--- src/rtl/result_bcd_formatter.sv ---
// Purpose : signed binary result -> 8 packed BCD digits + sign/error flags for the 7-seg driver.
// Latency : 29 clocks for a normal conversion (28 shift-add-3 steps + DONE), 1 clock on the error path.
// Backpr. : none; valid_in is dropped while busy. Optional RESULT_BCD_BLANK_EN blanks leading zeros (4'hF).
module result_bcd_formatter #(
    parameter int WIDTH   = 28,
    parameter int DIGITS  = 8,
    parameter int MAX_VAL = 99_999_999
) (
    input  logic                  clk,
    input  logic                  rst,
    input  logic                  valid_in,
    input  logic [WIDTH-1:0]      d_in,
    input  logic                  ovrflow_in,
    output logic [4*DIGITS-1:0]   bcd_out,
    output logic                  neg_out,
    output logic                  err_out,
    output logic                  valid_out,
    output logic                  busy
);

    localparam int CW = $clog2(WIDTH + 1);
    localparam logic [WIDTH:0]  MAX_MAG  = (WIDTH + 1)'(MAX_VAL);
    localparam logic [CW-1:0]   LAST_CNT = CW'(WIDTH - 1);

    localparam logic [1:0] S_IDLE  = 2'd0;
    localparam logic [1:0] S_SHIFT = 2'd1;
    localparam logic [1:0] S_DONE  = 2'd2;

    logic [1:0]            state;
    logic [WIDTH-1:0]      sh_reg;
    logic [4*DIGITS-1:0]   acc;
    logic [CW-1:0]         cnt;
    logic                  neg_q;
    logic                  err_q;

    logic [WIDTH:0]        d_ext;
    logic [WIDTH:0]        mag;
    logic                  too_big;
    logic [4*DIGITS-1:0]   acc_adj;
    logic [4*DIGITS-1:0]   acc_disp;

    // Magnitude in WIDTH+1 bits so the most negative input does not wrap back to itself.
    always_comb begin
        d_ext   = {d_in[WIDTH-1], d_in};
        mag     = d_in[WIDTH-1] ? (~d_ext + 1'b1) : d_ext;
        too_big = (mag > MAX_MAG);
    end

    // Double-dabble correction: any digit >= 5 gets +3 before the next left shift.
    always_comb begin
        acc_adj = acc;
        for (int i = 0; i < DIGITS; i++) begin
            if (acc[4*i +: 4] >= 4'd5) begin
                acc_adj[4*i +: 4] = acc[4*i +: 4] + 4'd3;
            end
        end
    end

    // Display digits: optionally blank leading zeros, never digit 0; 4'hE digits are nonzero so untouched.
    always_comb begin
        acc_disp = acc;
`ifdef RESULT_BCD_BLANK_EN
        begin : blank_leading
            logic seen_nz;
            seen_nz = 1'b0;
            for (int i = DIGITS - 1; i >= 1; i--) begin
                if (acc[4*i +: 4] != 4'd0) begin
                    seen_nz = 1'b1;
                end
                if (!seen_nz) begin
                    acc_disp[4*i +: 4] = 4'hF;
                end
            end
        end
`endif
    end

    assign busy = (state == S_SHIFT) || (state == S_DONE);

    // Control FSM, conversion datapath and registered outputs.
    always_ff @(posedge clk or posedge rst) begin
        if (rst) begin
            state     <= S_IDLE;
            sh_reg    <= '0;
            acc       <= '0;
            cnt       <= '0;
            neg_q     <= 1'b0;
            err_q     <= 1'b0;
            bcd_out   <= '0;
            neg_out   <= 1'b0;
            err_out   <= 1'b0;
            valid_out <= 1'b0;
        end else begin
            valid_out <= 1'b0;
            case (state)
                S_IDLE: begin
                    if (valid_in) begin
                        sh_reg <= mag[WIDTH-1:0];
                        cnt    <= '0;
                        neg_q  <= d_in[WIDTH-1] & ~ovrflow_in;
                        if (ovrflow_in || too_big) begin
                            acc   <= {DIGITS{4'hE}};
                            err_q <= 1'b1;
                            state <= S_DONE;
                        end else begin
                            acc   <= '0;
                            err_q <= 1'b0;
                            state <= S_SHIFT;
                        end
                    end
                end
                S_SHIFT: begin
                    acc    <= {acc_adj[4*DIGITS-2:0], sh_reg[WIDTH-1]};
                    sh_reg <= {sh_reg[WIDTH-2:0], 1'b0};
                    cnt    <= cnt + 1'b1;
                    if (cnt == LAST_CNT) begin
                        state <= S_DONE;
                    end
                end
                S_DONE: begin
                    bcd_out   <= acc_disp;
                    neg_out   <= neg_q;
                    err_out   <= err_q;
                    valid_out <= 1'b1;
                    state     <= S_IDLE;
                end
                default: begin
                    state <= S_IDLE;
                end
            endcase
        end
    end

endmodule

--- config.mk ---
export PLATFORM = sky130hd
export DESIGN_NAME = result_bcd_formatter
export DESIGN_NICKNAME = d
export VERILOG_FILES = /design/src/rtl/result_bcd_formatter.sv
export SDC_FILE = /design/constraint.sdc
export NUM_CORES = 1
export LEC_CHECK = 0
export CORE_MARGIN = 2
export CORE_UTILIZATION = 55
export CTS_BUF_LIST = sky130_fd_sc_hd__clkbuf_4 sky130_fd_sc_hd__clkbuf_8 sky130_fd_sc_hd__clkbuf_16
export DETAILED_ROUTE_END_ITERATION = 6
export PLACE_DENSITY = 0.78
export SLEW_MARGIN = 20
export SYNTH_ARGS = -nofsm -noshare
export SYNTH_HDL_FRONTEND = slang
export SYNTH_SLANG_ARGS = --single-unit
--- constraint.sdc ---
create_clock -name clk -period 7.3 [get_ports clk]
set_clock_uncertainty 0.05 [all_clocks]
set_input_delay 2.19 -clock clk [delete_from_list [all_inputs] [get_ports clk]]
set_output_delay 2.19 -clock clk [all_outputs]
set_load 0.01 [all_outputs]
==> reports/qor.yml, run 1 <==
timing:
  slew-limit-headroom: 0.3064
  hold_viol_final: 0
  setup_viol_count_final: 0
  worst_pin_slew_ns: 1.039
  rsz0062_at_grt: "false"
  final.setup.tns_ns: 0
  final.period_utilization: 0.7702
  layout_setup_ws_ns: 1.677
  clock.fmax_mhz: 177.8
  slew_violations: 0
  min_period_ns: 5.623
  hold_ws_ns: 0.4448
grt:
  grt_pass1_wl_mm: 21.24
  grt_max_degree: 55
  grt_use_met1: 0.3095
  grtUsageMet3: 0.03978
  grt_overflow_total: 0
  busiest_layer: "met2"
  grt_use_met2: 0.3781
  track_usage: 0.2298
  antenna_found_initial: 0
  first_global_vias: 4438
layout:
  diodes: 0
  fin_cells: 776
  nets: 684
  post-route-util: 0.6371
  final_common_cell: "dfrtp_1"
  area_growth_pct: 13.98
  post_route_cells_drive_above_1_share: 0.1399
  final_cell_mix: "dfrtp_1 (104), clkdlybuf4s50_1 (67), o21ai_0 (41)"
  final_area_sq_mm: 0.006845
die:
  start_util: 0.5589
  dieHeight_microns: 108.5
  core_sq_mm: 0.01075
  num_rows: 38
  pin_count: 68
  dieArea_sq_mm: 0.01177
  die_w_microns: 108.5
yosys:
  avgSynthCellArea_sq_um: 10.28
  synthCells: 584
  yosys.area.top_type: "dfrtp_1"
  synth-edff-count: 0
  synth_ff_type: "dfrtp_1"
  yosysSeqAreaShare: 0.4333
  ys_types: 69
  synth_nets: 637
  async_flop_share: 1.000
  synth_top_area_frac: 0.4333
  synth.cell_area_sq_mm: 0.006006
  yosys_register_bits: 104
  synth_area_leaders: "dfrtp_1 (43%), mux2_2 (6.4%), ha_1 (4.4%), xor2_1 (3.6%), o21ai_0 (3.4%)"
  ys_warn_count: 0
drt:
  postRouteAntennaNets: 0
  wirelength_mm: 12.77
  avgRoutedWirePerCell_microns: 16.46
  vias: 4676
  first_pass_iters: 4
  drt_iter0_drc: 235
  route.detailed.drc: 0
  vias_per_cell: 6.026
status:
  outcome: "finished clean"
worst_setup_path:
  crit_fanout: 27
  cp.required_ns: 7.47
  critPathTopFamily: "simple AND/OR/NAND/NOR gates"
  cp.buffers_inverters: 1
  startpoint_type: "input pin"
  cpPeakStageDelay_ns: 0.68
  cp-end-kind: "register"
  cp_data_arrival_time_ns: 5.79
  cp.depth: 8
  cp_slowest_cell: "a31oi_4"
  critPathKind: "input pin to register"
  r2r_cells: 6
  regToRegSetupSlack_ns: 4.19
  crit_chain: "clkdlybuf4s50_1, or4_4, or4b_4, or4_1, xnor2_1, a32o_2, a31oi_4, a311oi_1"
  worstReg2RegStart: "state[1]"
  cp-startpoint: "d_in[14]"
placed_design:
  placed_area_sq_mm: 0.006669
  port_buffers: 67
  dp_cells: 760
  place_ws_ns: 1.309
  gp_congestion: 0.8870
  hpwl_mm: 8.928
cts:
  h-tree-depth: 3
  postCtsResizedCells: 0
  clkSlewWorstSetupHoldPaths_ns: 0.09
  cts_tree: "built"
  ctsHoldBuffers: 0
  root_buffer: "clkbuf_8"
  postCtsSetupBuffers: 0
  insertion_delay_ns: 0.37
  cts.sinks: 104
  numCtsBuffers: 9
  cts_buffer_depth: 2
job:
  maxCapViolCount: 0
power:
  power.total_mw: 2.628
  cellLeakagePower_nw: 2.797
  peakVddDrop_mv: 0.1830
  power_density_mw_per_mm2: 384.0
worst_hold_path:
  hold_start: "sh_reg[9]"
  min_path_cells: 2
  hold_class: "register to register"
[worst min-delay path: stages, from the launching register on]
cell and delay (ns):
dfrtp_1 0.35, nand2_1 0.05, o21ai_0 0.06
[final timing paths]
check | endpoint
max | state[1]
min | sh_reg[9]
max reg2reg | acc[5]
min reg2reg | sh_reg[9]
max in group asynchronous | bcd_out[7]
min in group asynchronous | valid_out
[where the power goes]
| group | total, mW | leakage, nW | switching (mW) | internal, mW |
|---|---|---|---|---|
| clock network | 0.332 | 0.0929 | 0.195 | 0.137 |
| logic | 1.28 | 1.42 | 0.645 | 0.636 |
| registers | 1.02 | 1.28 | 0.191 | 0.825 |
[logic make-up (layout without fill, tap and decap cells)]
kind of cell | Yosys count | count (layout) | synth area share
adder cells (fa/ha/maj) | 21 | 21 | 0.04375
multiplexers | 45 | 45 | 0.08208
buffers and inverters | 62 | 114 | 0.05562
XOR/XNOR | 38 | 38 | 0.05542
AO/OA/AOI/OAI | 186 | 186 | 0.2054
AND/OR/NAND/NOR | 128 | 128 | 0.1244
flip-flops | 104 | 104 | 0.4333
[cell type report]
class	count	area [sq um]
clock inverters	5	31.28
flip-flops and latches	104	2603
multi-input cells	418	3075
repair buffers	74	723.2
fillers	884	3900
clock buffers	11	145.1
inverters	24	92.59
well taps	140	175.2
[synthesized netlist by cell type (2+ instances only)]
cell type    n
a21oi_1     40
a21oi_2      2
a22oi_1     20
a2bb2oi_1    8
a31oi_1      9
and3b_1      2
buf_2        3
buf_6        3
clkbuf_1    22
clkbuf_8     7
dfrtp_1    104
ha_1        21
inv_1       24
mux2_2      34
mux2i_1     11
nand2_1     33
nand2b_1    12
nand4_1      2
nand4b_1     3
nor2_1      24
nor2b_1      4
nor3_1       3
nor3b_1     16
nor4_1       4
o21ai_0     41
o21ai_1      7
o21ai_2      6
o22ai_1     20
o31ai_1     11
o41ai_1      3
or2_2        2
or3_1        3
or4_1        6
or4_2        3
xnor2_1     13
xor2_1      25
[per-layer routing]
layer | vias up | wire [microns] | share of wire
met5 | - | 0 | 0
met4 | 0 | 135 | 0.011
met3 | 9 | 660 | 0.052
met2 | 118 | 6291 | 0.49
met1 | 2303 | 5682 | 0.44
li1 | 2246 | - | -
No activity file was read; power rests on OpenSTA's default activity.
==> run 2: changes to the inputs <==
--- a/config.mk
+++ b/config.mk
@@ -6,10 +6,10 @@
 export NUM_CORES = 1
 export LEC_CHECK = 0
 export CORE_MARGIN = 2
-export CORE_UTILIZATION = 55
+export CORE_UTILIZATION = 51
 export CTS_BUF_LIST = sky130_fd_sc_hd__clkbuf_4 sky130_fd_sc_hd__clkbuf_8 sky130_fd_sc_hd__clkbuf_16
 export DETAILED_ROUTE_END_ITERATION = 6
-export PLACE_DENSITY = 0.78
+export PLACE_DENSITY = 0.76
 export SLEW_MARGIN = 20
 export SYNTH_ARGS = -nofsm -noshare
 export SYNTH_HDL_FRONTEND = slang
==> constraint.sdc (replaced) <==
create_clock -name clk -period 4.82 [get_ports clk]
set_clock_uncertainty 0.05 [all_clocks]
set_input_delay 1.446 -clock clk [delete_from_list [all_inputs] [get_ports clk]]
set_output_delay 1.446 -clock clk [all_outputs]
set_load 0.01 [all_outputs]
==> run 2 against run 1 <==
Compared with the run above:
- global-route usage is 1.7 points lower
- utilization decreased by 1.5 points
- worst hold slack got worse by 0.0084 ns
- total power up 61%
- clock power increased by 120%
- register-to-register slack worse by 1.8 ns
- sequential power is 51% higher
- via count is 0.19% higher
- largest power group unchanged
==> reports/qor.yml, run 2 (synthesis results as in run 1) <==
die:
  dieHeight_microns: 112.5
  dieArea_sq_mm: 0.01266
  start_util: 0.5237
  die_w_microns: 112.5
  num_rows: 39
  core_sq_mm: 0.01147
  pin_count: 68
worst_setup_path:
  cp.required_ns: 5.01
  crit_chain: "clkdlybuf4s50_1, or4_1, or3_1, and4_1, o311a_2, o311ai_2, a31oi_4, buf_12, a311oi_1"
  critPathKind: "input pin to register"
  cpPeakStageDelay_ns: 0.69
  cp-end-kind: "register"
  cp_data_arrival_time_ns: 4.60
  worstReg2RegStart: "state[0]"
  startpoint_type: "input pin"
  cp-startpoint: "d_in[6]"
  crit_fanout: 27
  cp_slowest_cell: "or4_1"
power:
  power_frac_seq: 0.365
  swShare: 0.3749
  p_sw_mw: 1.586
  peakVddDrop_mv: 0.3406
  internal_power_mw: 2.644
  p_clk_frac: 0.172
  power_density_mw_per_mm2: 592.7
  power.total_mw: 4.229
  cellLeakagePower_nw: 2.954
  pwr-share-comb: 0.463
timing:
  worst_pin_slew_ns: 0.8453
  layout_setup_ws_ns: 0.4129
  hold_viol_final: 0
  setup_viol_count_final: 0
  slew_violations: 0
  final.setup.tns_ns: 0
  rsz0062_at_grt: "false"
  min_period_ns: 4.407
  final.period_utilization: 0.9143
  slew-limit-headroom: 0.4344
  clock.fmax_mhz: 226.9
worst_hold_path:
  hold_class: "register to register"
  hold_start: "neg_q"
grt:
  track_usage: 0.2124
  busiest_layer: "met2"
  antenna_found_initial: 0
  grt_overflow_total: 0
  grt_pass1_wl_mm: 22.18
  grt_max_degree: 58
  grtUsageMet3: 0.04050
  first_global_vias: 4634
  grt_use_met1: 0.2829
  grt_use_met2: 0.3490
cts:
  clkSlewWorstSetupHoldPaths_ns: 0.06
  root_buffer: "clkbuf_16"
  ctsHoldBuffers: 0
  h-tree-depth: 3
  postCtsSetupBuffers: 0
  cts_buffer_depth: 2
  cts_tree: "built"
  cts.sinks: 104
  insertion_delay_ns: 0.34
  postCtsResizedCells: 0
  numCtsBuffers: 9
placed_design:
  hpwl_mm: 9.263
  place_ws_ns: 0.07442
  port_buffers: 67
  gp_congestion: 0.8660
layout:
  final_cell_mix: "dfrtp_1 (104), clkdlybuf4s50_1 (67), o21ai_0 (41)"
  post_route_cells_drive_above_1_share: 0.1634
  area_growth_pct: 18.81
  diodes: 0
  final_common_cell: "dfrtp_1"
  nets: 703
drt:
  drt_iter0_drc: 396
  vias_per_cell: 5.871
  first_pass_iters: 4
  route.detailed.drc: 0
  wirelength_mm: 12.94
  vias: 4685
  avgRoutedWirePerCell_microns: 16.22
  postRouteAntennaNets: 0
job:
  maxCapViolCount: 0
status:
  outcome: "finished clean"
-- run 2: cell types whose count changed in the layout (fill, tap and decap cells not counted) --
| cell | previous run | this run |
|---|---|---|
| inv_6 | 1 | 0 |
| nor2_1 | 23 | 24 |
| clkbuf_16 | 0 | 9 |
| buf_12 | 0 | 2 |
| clkinv_2 | 3 | 2 |
| clkinv_4 | 0 | 2 |
| bufinv_16 | 0 | 1 |
| clkbuf_8 | 10 | 0 |
| clkinvlp_4 | 1 | 0 |
| nor2_2 | 1 | 0 |
| buf_4 | 7 | 24 |
| clkbuf_4 | 1 | 2 |
-- run 2: area by class of cell --
cell class / instances / area (sq um)
clock buffer: 11 / 240.2
multi-input combinational: 418 / 3073
tap: 143 / 178.9
inverter: 24 / 92.59
sequential: 104 / 2603
clock inverter: 5 / 57.56
fill: 940 / 4332
timing repair buffer: 93 / 890.9
-- run 2: per-stage QoR --
stage | cells | cell area [sq um] | hold slack (ns) | util
2_1_floorplan | 584 | 6006 | 0.3944 | -
3_3_place_gp | 782 | 6838 | 0.4154 | 0.5963
3_5_place_dp | 782 | 6838 | 0.4225 | 0.5963
4_1_cts | 798 | 7136 | 0.4401 | 0.6223
5_1_grt | 798 | 7136 | 0.4591 | 0.6223
6_report | 798 | 7136 | 0.4363 | 0.6223
-- run 2: critical path: cells and delay by family --
kind | cells | cell delay [ns]
buf+inv | 2 | 0.66
simple gates | 3 | 1.41
compound gates | 4 | 1.06
-- run 2: layer usage --
| metal | vias up | share of wire | wire length (microns) |
|---|---|---|---|
| li1 | 2280 | - | - |
| met1 | 2256 | 0.46 | 5922 |
| met2 | 120 | 0.48 | 6185 |
| met3 | 29 | 0.043 | 551 |
| met4 | 0 | 0.022 | 282 |
| met5 | - | 0 | 0 |
-- run 2: power groups by stage --
stage / Combinational (mW) / Clock, mW / Sequential, mW
floorplan: 1.33 / 0 / 1.54
global placement: 1.89 / 0 / 1.53
detailed placement: 1.96 / 0 / 1.55
CTS: 1.97 / 0.740 / 1.54
global route: 2.16 / 0.773 / 1.60
finish: 1.96 / 0.727 / 1.54
-- run 2: worst paths after layout --
kind | depth (start not counted) | to | slack, ns
max in group asynchronous | 3 | bcd_out[22] | 2.54
min | 2 | neg_q | 0.44
min reg2reg | 2 | neg_q | 0.44
max | 9 | state[1] | 0.41
min in group asynchronous | 2 | neg_out | 1.47
max reg2reg | 7 | sh_reg[17] | 2.40
